==> src/rtl/vliw_pkg.sv <==
// Shared VLIW datapath definitions: widths and the writeback slot bundle
// used by the EX, WB and decode stages.
package vliw_pkg;

   localparam int DATA_W = 32;   // operand/result width
   localparam int RA_W   = 3;    // register address width (8 registers)
   localparam int CNT_W  = 16;   // committed-write counter width

   // One slot's register-file write request.
   typedef struct packed {
      logic              we;
      logic [RA_W-1:0]   rd;
      logic [DATA_W-1:0] data;
   } wb_slot_t;

endpackage

==> src/rtl/vliw_writeback_bypass_mux.sv <==
// One operand's bypass select. Newest producer wins: EX slot 2, EX slot 1,
// WB slot 2, WB slot 1, then the register-file read data. Slot 2 ranks above
// slot 1 within a stage so a same-destination bundle forwards the value the
// register file will actually keep.
module vliw_bypass_mux #(
   parameter int DATA_W = vliw_pkg::DATA_W,
   parameter int RA_W   = vliw_pkg::RA_W
) (
   input  logic [RA_W-1:0]   src,
   input  logic [DATA_W-1:0] rf,
   input  logic              exLive,
   input  logic              exWe1,
   input  logic [RA_W-1:0]   exRd1,
   input  logic [DATA_W-1:0] exRes1,
   input  logic              exWe2,
   input  logic [RA_W-1:0]   exRd2,
   input  logic [DATA_W-1:0] exRes2,
   input  logic              wbWe1,
   input  logic [RA_W-1:0]   wbRd1,
   input  logic [DATA_W-1:0] wbData1,
   input  logic              wbWe2,
   input  logic [RA_W-1:0]   wbRd2,
   input  logic [DATA_W-1:0] wbData2,
   output logic [DATA_W-1:0] fwd
);

   // Priority select of the newest in-flight value for this operand.
   always_comb begin
      // NOTE: default first so every path assigns fwd; no latch can be inferred.
      fwd = rf;
      if (exLive && exWe2 && (exRd2 == src)) begin
         fwd = exRes2;
      end else if (exLive && exWe1 && (exRd1 == src)) begin
         fwd = exRes1;
      end else if (wbWe2 && (wbRd2 == src)) begin
         fwd = wbData2;
      end else if (wbWe1 && (wbRd1 == src)) begin
         fwd = wbData1;
      end
   end

endmodule

==> src/rtl/vliw_writeback_bypass.sv <==
// Two-slot EX->WB pipeline register for the VLIW datapath. Drives the
// register-file write ports, bypasses in-flight results onto the four
// operand buses and counts committed register writes.
module vliw_writeback_bypass #(
   parameter int DATA_W = vliw_pkg::DATA_W,
   parameter int RA_W   = vliw_pkg::RA_W,
   parameter int CNT_W  = vliw_pkg::CNT_W
) (
   input  logic              clk,
   input  logic              reset,
   input  logic              ex_valid,
   input  logic              ex_we1,
   input  logic [RA_W-1:0]   ex_rd1,
   input  logic [DATA_W-1:0] ex_res1,
   input  logic              ex_we2,
   input  logic [RA_W-1:0]   ex_rd2,
   input  logic [DATA_W-1:0] ex_res2,
   input  logic              stall,
   input  logic              flush,
   input  logic [RA_W-1:0]   srcA,
   input  logic [RA_W-1:0]   srcB,
   input  logic [RA_W-1:0]   srcC,
   input  logic [RA_W-1:0]   srcD,
   input  logic [DATA_W-1:0] rfA,
   input  logic [DATA_W-1:0] rfB,
   input  logic [DATA_W-1:0] rfC,
   input  logic [DATA_W-1:0] rfD,
   output logic [DATA_W-1:0] fwdA,
   output logic [DATA_W-1:0] fwdB,
   output logic [DATA_W-1:0] fwdC,
   output logic [DATA_W-1:0] fwdD,
   output logic              regWrite1,
   output logic              regWrite2,
   output logic [RA_W-1:0]   writeReg1,
   output logic [RA_W-1:0]   writeReg2,
   output logic [DATA_W-1:0] writeData1,
   output logic [DATA_W-1:0] writeData2,
   output logic [CNT_W-1:0]  wr_count
);

   // A bundle is captured only when valid, not held and not squashed.
   // Stall and flush both turn the WB slot into a bubble.
   logic capture;
   assign capture = ex_valid & ~stall & ~flush;

   // The EX bypass ignores stall: a held bundle still carries the newest value.
   logic exLive;
   assign exLive = ex_valid & ~flush;

   // WB pipeline register; address and data load every cycle, only the
   // enables are gated so a bubble never re-writes the register file.
   always_ff @(posedge clk) begin
      // NOTE: sequential state uses non-blocking assignments so every register
      // samples pre-edge values regardless of statement order.
      if (!reset) begin
         // NOTE: address/data are cleared too so the write ports show a known
         // value out of reset, not just a deasserted enable.
         regWrite1  <= 1'b0;
         regWrite2  <= 1'b0;
         writeReg1  <= '0;
         writeReg2  <= '0;
         writeData1 <= '0;
         writeData2 <= '0;
      end else begin
         regWrite1  <= capture & ex_we1;
         regWrite2  <= capture & ex_we2;
         writeReg1  <= ex_rd1;
         writeReg2  <= ex_rd2;
         writeData1 <= ex_res1;
         writeData2 <= ex_res2;
      end
   end

   // Committed-write counter: adds the writes presented this cycle, wraps.
   always_ff @(posedge clk) begin
      if (!reset) begin
         wr_count <= '0;
      end else begin
         wr_count <= wr_count + CNT_W'(regWrite1) + CNT_W'(regWrite2);
      end
   end

   // Four identical operand bypass selects.
   vliw_bypass_mux #(.DATA_W(DATA_W), .RA_W(RA_W)) muxA (
      .src(srcA), .rf(rfA), .exLive(exLive),
      .exWe1(ex_we1), .exRd1(ex_rd1), .exRes1(ex_res1),
      .exWe2(ex_we2), .exRd2(ex_rd2), .exRes2(ex_res2),
      .wbWe1(regWrite1), .wbRd1(writeReg1), .wbData1(writeData1),
      .wbWe2(regWrite2), .wbRd2(writeReg2), .wbData2(writeData2),
      .fwd(fwdA)
   );

   vliw_bypass_mux #(.DATA_W(DATA_W), .RA_W(RA_W)) muxB (
      .src(srcB), .rf(rfB), .exLive(exLive),
      .exWe1(ex_we1), .exRd1(ex_rd1), .exRes1(ex_res1),
      .exWe2(ex_we2), .exRd2(ex_rd2), .exRes2(ex_res2),
      .wbWe1(regWrite1), .wbRd1(writeReg1), .wbData1(writeData1),
      .wbWe2(regWrite2), .wbRd2(writeReg2), .wbData2(writeData2),
      .fwd(fwdB)
   );

   vliw_bypass_mux #(.DATA_W(DATA_W), .RA_W(RA_W)) muxC (
      .src(srcC), .rf(rfC), .exLive(exLive),
      .exWe1(ex_we1), .exRd1(ex_rd1), .exRes1(ex_res1),
      .exWe2(ex_we2), .exRd2(ex_rd2), .exRes2(ex_res2),
      .wbWe1(regWrite1), .wbRd1(writeReg1), .wbData1(writeData1),
      .wbWe2(regWrite2), .wbRd2(writeReg2), .wbData2(writeData2),
      .fwd(fwdC)
   );

   vliw_bypass_mux #(.DATA_W(DATA_W), .RA_W(RA_W)) muxD (
      .src(srcD), .rf(rfD), .exLive(exLive),
      .exWe1(ex_we1), .exRd1(ex_rd1), .exRes1(ex_res1),
      .exWe2(ex_we2), .exRd2(ex_rd2), .exRes2(ex_res2),
      .wbWe1(regWrite1), .wbRd1(writeReg1), .wbData1(writeData1),
      .wbWe2(regWrite2), .wbRd2(writeReg2), .wbData2(writeData2),
      .fwd(fwdD)
   );

endmodule

==> config.mk <==
export PLATFORM = sky130hd
export DESIGN_NAME = vliw_writeback_bypass
export DESIGN_NICKNAME = d
export VERILOG_FILES = /design/src/rtl/vliw_pkg.sv /design/src/rtl/vliw_writeback_bypass_mux.sv /design/src/rtl/vliw_writeback_bypass.sv
export SDC_FILE = /design/constraint.sdc
export NUM_CORES = 1
export LEC_CHECK = 0
export ABC_AREA = 1
export CORE_ASPECT_RATIO = 0.5
export CORE_MARGIN = 4
export CORE_UTILIZATION = 51
export DETAILED_ROUTE_END_ITERATION = 6
export PLACE_DENSITY = 0.94
export SLEW_MARGIN = 5
export SYNTH_ARGS = -nofsm -noshare
export SYNTH_HDL_FRONTEND = slang
export SYNTH_SLANG_ARGS = --single-unit
export TNS_END_PERCENT = 5
==> constraint.sdc <==
create_clock -name clk -period 3 [get_ports clk]
set_clock_uncertainty 0.05 [all_clocks]
set_input_delay 0.75 -clock clk [delete_from_list [all_inputs] [get_ports clk]]
set_output_delay 0.75 -clock clk [all_outputs]
set_load 0.005 [all_outputs]
==> results of run 1 <==
## kinds of logic after synthesis
logic type | Yosys count | share of synthesized area, %
AOI/OAI and AO/OA | 17 | 0.7212
and+or+nand+nor | 1648 | 58.25
adders and majority gates | 2 | 0.2679
buffers and inverters | 709 | 24.45
DFF | 88 | 14.51
xor gates and xnor gates | 25 | 1.803
## routing by layer
metal | GRT overflow | GRT usage, %
met1 | 9 | 80.44
met2 | 47 | 93.23
met3 | 11 | 73.56
met4 | 66 | 79.78
met5 | 2 | 56.45
## stage by stage
step	hold WS, ns	TNS [ns]	std cells
3_3_place_gp	0.4379	-87.79	3196
4_1_cts	0.4727	-0.07168	3322
2_1_floorplan	0.4377	0	2489
3_5_place_dp	0.4587	-90.69	3196
## what timing repair did
action	in CTS
setup endpoints to repair	128
buffers inserted	81
gates resized for setup	705
gates cloned	31
pin swaps	71
==> metrics, run 1 <==
outcome did not finish; Stop stage 5_1_grt; First Error [ERROR GRT-0232] Routing congestion too high. Check the congestion heatmap in the GUI.; GRT overflow roughly 140; total cell area at the placement stage 0.01736 mm²; most used flip-flop cell after synthesis sky130_fd_sc_hd__dfxtp_1; post-synth top area cell sky130_fd_sc_hd__nand2_1; total nets after synthesis 2708; clock sink count 88; Cell Area, Synth 0.01214 mm²; H-Tree Level Count 3; most common library cells after synthesis 1054 x sky130_fd_sc_hd__nand2_1, 517 x sky130_fd_sc_hd__nand3_1, 516 x sky130_fd_sc_hd__inv_1; type of the worst endpoint after the last repair output port; leading cell types by total area after synthesis sky130_fd_sc_hd__nand2_1 33%, sky130_fd_sc_hd__nand3_1 21%, sky130_fd_sc_hd__inv_1 16%; Synth async-reset ratio 0%; average size of a mapped cell 4.879 µm²; area share of the largest cell type after synthesis between 30% and 40%; Root Buffer sky130_fd_sc_hd__clkbuf_16; count of mapped cells out of synthesis 2489; #FFs+latches synth 88; most common cell in the netlist sky130_fd_sc_hd__nand2_1; Top-Level Pins 433; die height ~120 µm; largest net degree at the start of global routing 48; unique cell type count in the Yosys netlist 26; worst setup timing slack at the placement stage -0.8208 ns; horizontal die dimension approximately 230 µm; number of port buffers between 400 and 500; RD Place Congestion 1.065; Ys Warns 0; Post-synth EDFFs 0; sequential-to-total area share from yosys stat 14.51%; largest buffer count on any clock path 2; All-Layer GR Usage 81.58%; Hold Buf Count CTS 0; Initial Util 52.50%; post-DP HPWL 48580 µm; num rows 39; Worst endpoint, post-GRT repair fwdD[14]; number of buffers created by CTS 9
==> run 2: changes to the inputs <==
- CORE_ASPECT_RATIO: 0.5 -> not set
- CORE_UTILIZATION: 51 -> 40
- PLACE_DENSITY: 0.94 -> not set
- PLACE_DENSITY_LB_ADDON: not set -> 0.15
==> run 2 against run 1 <==
  * The flow now finishes, with violations (DRC, setup timing)
  * Synthesized cell count is the same
  * Area after synthesis is the same
==> metrics, run 2 <==
outcome finished with violations; failing checks DRC, setup timing; first drt pass iteration count 7; largest registers writeData1 x32, writeData2 x32, wr_count x16; met3 wire length 9122 µm; Top-Level Pins 433; biggest fanout along the worst timing path 12; most common library cells after synthesis 1054 x sky130_fd_sc_hd__nand2_1, 517 x sky130_fd_sc_hd__nand3_1, 516 x sky130_fd_sc_hd__inv_1; Post-synth EDFFs 0; worst max-slew margin expressed relative to the limit 61.26%; most used flip-flop cell after synthesis sky130_fd_sc_hd__dfxtp_1; post-synthesis xor/xnor area fraction 1.803%; Cell Area, Synth 0.01214 mm²; #FFs+latches synth 88; sequential-to-total area share from yosys stat 14.51%; clock latency reported for the late side of the worst-skew pair ~0.38 ns; Root Buffer sky130_fd_sc_hd__clkbuf_16; final worst path period share 110.6%; Via Count 18206; hold violation count in the final report 0; leakage power figure 0.01124 µW; mux share of post-synthesis cell area 0%; most frequent standard cell in the layout excluding fill and tap cells sky130_fd_sc_hd__nand2_1; most common cell in the netlist sky130_fd_sc_hd__nand2_1; vias in the first global route 16960; final wirelength 71450 µm; Sum Neg Setup Slack -5.872 ns; share of cells above drive strength 1 around 17%; Antenna diodes 0; maximum clock frequency ~300 MHz; number of nets in the finished design 3188; uppermost metal layer occupied by signal nets met5; Met2 Routed Length approximately 31000 µm; routed length on met1 27160 µm; horizontal die dimension 182.2 µm; worst reg2reg startpoint regWrite1; clock sink count 88; Initial Util 40.76%; post-synth top area cell sky130_fd_sc_hd__nand2_1; largest buffer count on any clock path 2; area fraction in compound gates after synthesis less than 1%; DR DRC count 11; die height 182.2 µm; shortest period the worst path allows ~3.3 ns; count of mapped cells out of synthesis 2489; largest net degree at the start of global routing 39; Avg WL per Cell roughly 21 µm; antenna violation net count after detailed routing 0; post-DP HPWL 51210 µm; number of buffers created by CTS 9; dominant combinational cell family by area after synthesis simple AND/OR/NAND/NOR gates; core box area 0.02980 mm²; total nets after synthesis 2708; All-Layer GR Usage 39.69%; Worst Tran Pin Value around 0.58 ns; minimum hold slack 0.4570 ns; total cell area at the placement stage 0.01759 mm²; unique cell type count in the Yosys netlist 26; vias per cell 5.412; critical path class primary input to output port; Setup-failing EPs final 72; post-synthesis simple-gate area fraction 58.25%; Arr. time, crit path 2.52 ns; register cell area after layout around 0.0018 mm²; clock input transition at the sequential cells of the worst setup and hold paths ~0.07 ns; antenna violations before repair 1; adder and majority gate portion of the synthesized area 0.2679%; setup ws final -0.3180 ns; most frequent cells in the layout 969 x sky130_fd_sc_hd__nand2_1, 510 x sky130_fd_sc_hd__nand3_1, 506 x sky130_fd_sc_hd__inv_1; RSZ-0062 raised after global routing true; summed area of non-filler cells in the final layout 0.01911 mm²; TritonCTS clock tree built; multi-input logic area 0.007900 mm²; cell count after placement 3285; launching instance or port of the critical path srcC[1]; worst setup timing slack at the placement stage -0.9096 ns; power density over cell area 244.8 mW/mm²; leading cell types by total area after synthesis sky130_fd_sc_hd__nand2_1 33%, sky130_fd_sc_hd__nand3_1 21%, sky130_fd_sc_hd__inv_1 16%; Synth async-reset ratio 0%; Hold Startpoint wr_count[15]; RD Place Congestion 1.023; number of max-cap violations 0; H-Tree Level Count 3; full die area approximately 0.033 mm²; area share of the largest cell type after synthesis about a third; area added between synthesis and finish 57.39%; violation count after the first detailed-route iteration between 2000 and 2500; Hold WC Path Type flip-flop to flip-flop; Peak supply drop 0.2905 mV; average size of a mapped cell 4.879 µm²; total count of max-transition violations in the final report 0; Filler cells 2871; GRT overflow 0; startpoint kind of the worst setup timing path primary input; wire length of the first global-routing pass 101600 µm; non-filler instance count after layout 3364; Hold Buf Count CTS 0; critical path required time 2.20 ns; num rows 63; number of port buffers 432; Ys Warns 0; Critical Path Sink Type output port
==> run 2: cell counts after synthesis <==
Identical to the previous run, type by type.
==> run 2: repair_timing <==
| item | 4_1_cts | 5_1_grt |
|---|---|---|
| resized for setup | 455 | 217 |
| pin swaps | 33 | 44 |
| endpoints found under the setup margin | 128 | 126 |
| setup buffers | 27 | 26 |
| gates cloned | 11 | 5 |
==> run 2: area by class of cell <==
type / count / area share (%)
Inverter: 559 / 11.02
Sequential cell: 88 / 9.243
Clock buffer: 10 / 1.198
Clock inverter: 6 / 0.5106
Tap cell: 390 / 2.553
Timing Repair Buffer: 619 / 34.15
Multi-Input combinational cell: 1692 / 41.33
==> run 2: cells by family (layout without fill, tap and decap cells) <==
family,count (synthesis),in the layout
buffers and inverters,709,1194
XOR/XNOR,25,25
AND/OR/NAND/NOR,1648,1648
AO/OA/AOI/OAI,17,17
flip-flops,88,88
adder cells (fa/ha/maj),2,2
==> run 2: critical path, stage by stage <==
cell and delay [ns]:
sky130_fd_sc_hd__buf_4 0.13, sky130_fd_sc_hd__buf_4 0.14, sky130_fd_sc_hd__xor2_1 0.21, sky130_fd_sc_hd__nor2_2 0.09
sky130_fd_sc_hd__nand2_2 0.14, sky130_fd_sc_hd__buf_4 0.24, sky130_fd_sc_hd__nand2_1 0.08, sky130_fd_sc_hd__inv_1 0.07
sky130_fd_sc_hd__nand2_1 0.06, sky130_fd_sc_hd__nand2_1 0.09, sky130_fd_sc_hd__clkdlybuf4s50_1 0.52
==> run 2: path summary, 6_finish.rpt <==
kind / cells past startpoint / slack (ns) / to
hold reg to reg: 2 / 0.46 / wr_count[15]
hold / removal: 2 / 0.46 / wr_count[15]
setup reg to reg: 11 / 0.50 / wr_count[10]
setup / recovery: 11 / -0.32 / fwdC[31]
==> run 2: report_power, final <==
group | internal, µW | switching (µW)
sequential | 1220 | 88.0
clock | 748 | 625
combinational | 892 | 1110
total | 2860 | 1820
==> run 2: per-layer routing <==
layer	up-vias	GRT usage [%]
met1	8114	51.36
met5	-	0
li1	8301	-
met4	2	18.22
met3	313	9.448
met2	1476	62.60
==> run 2: per-stage QoR <==
stage | utilization [%] | total power [µW]
6_report | 64.15 | 4679
5_1_grt | 64.15 | 4823
4_1_cts | 62.94 | 4580
3_5_place_dp | 59.02 | 3191
3_3_place_gp | 59.02 | 3184
2_1_floorplan | - | 2017
No activity file was read; power rests on OpenSTA's default activity.
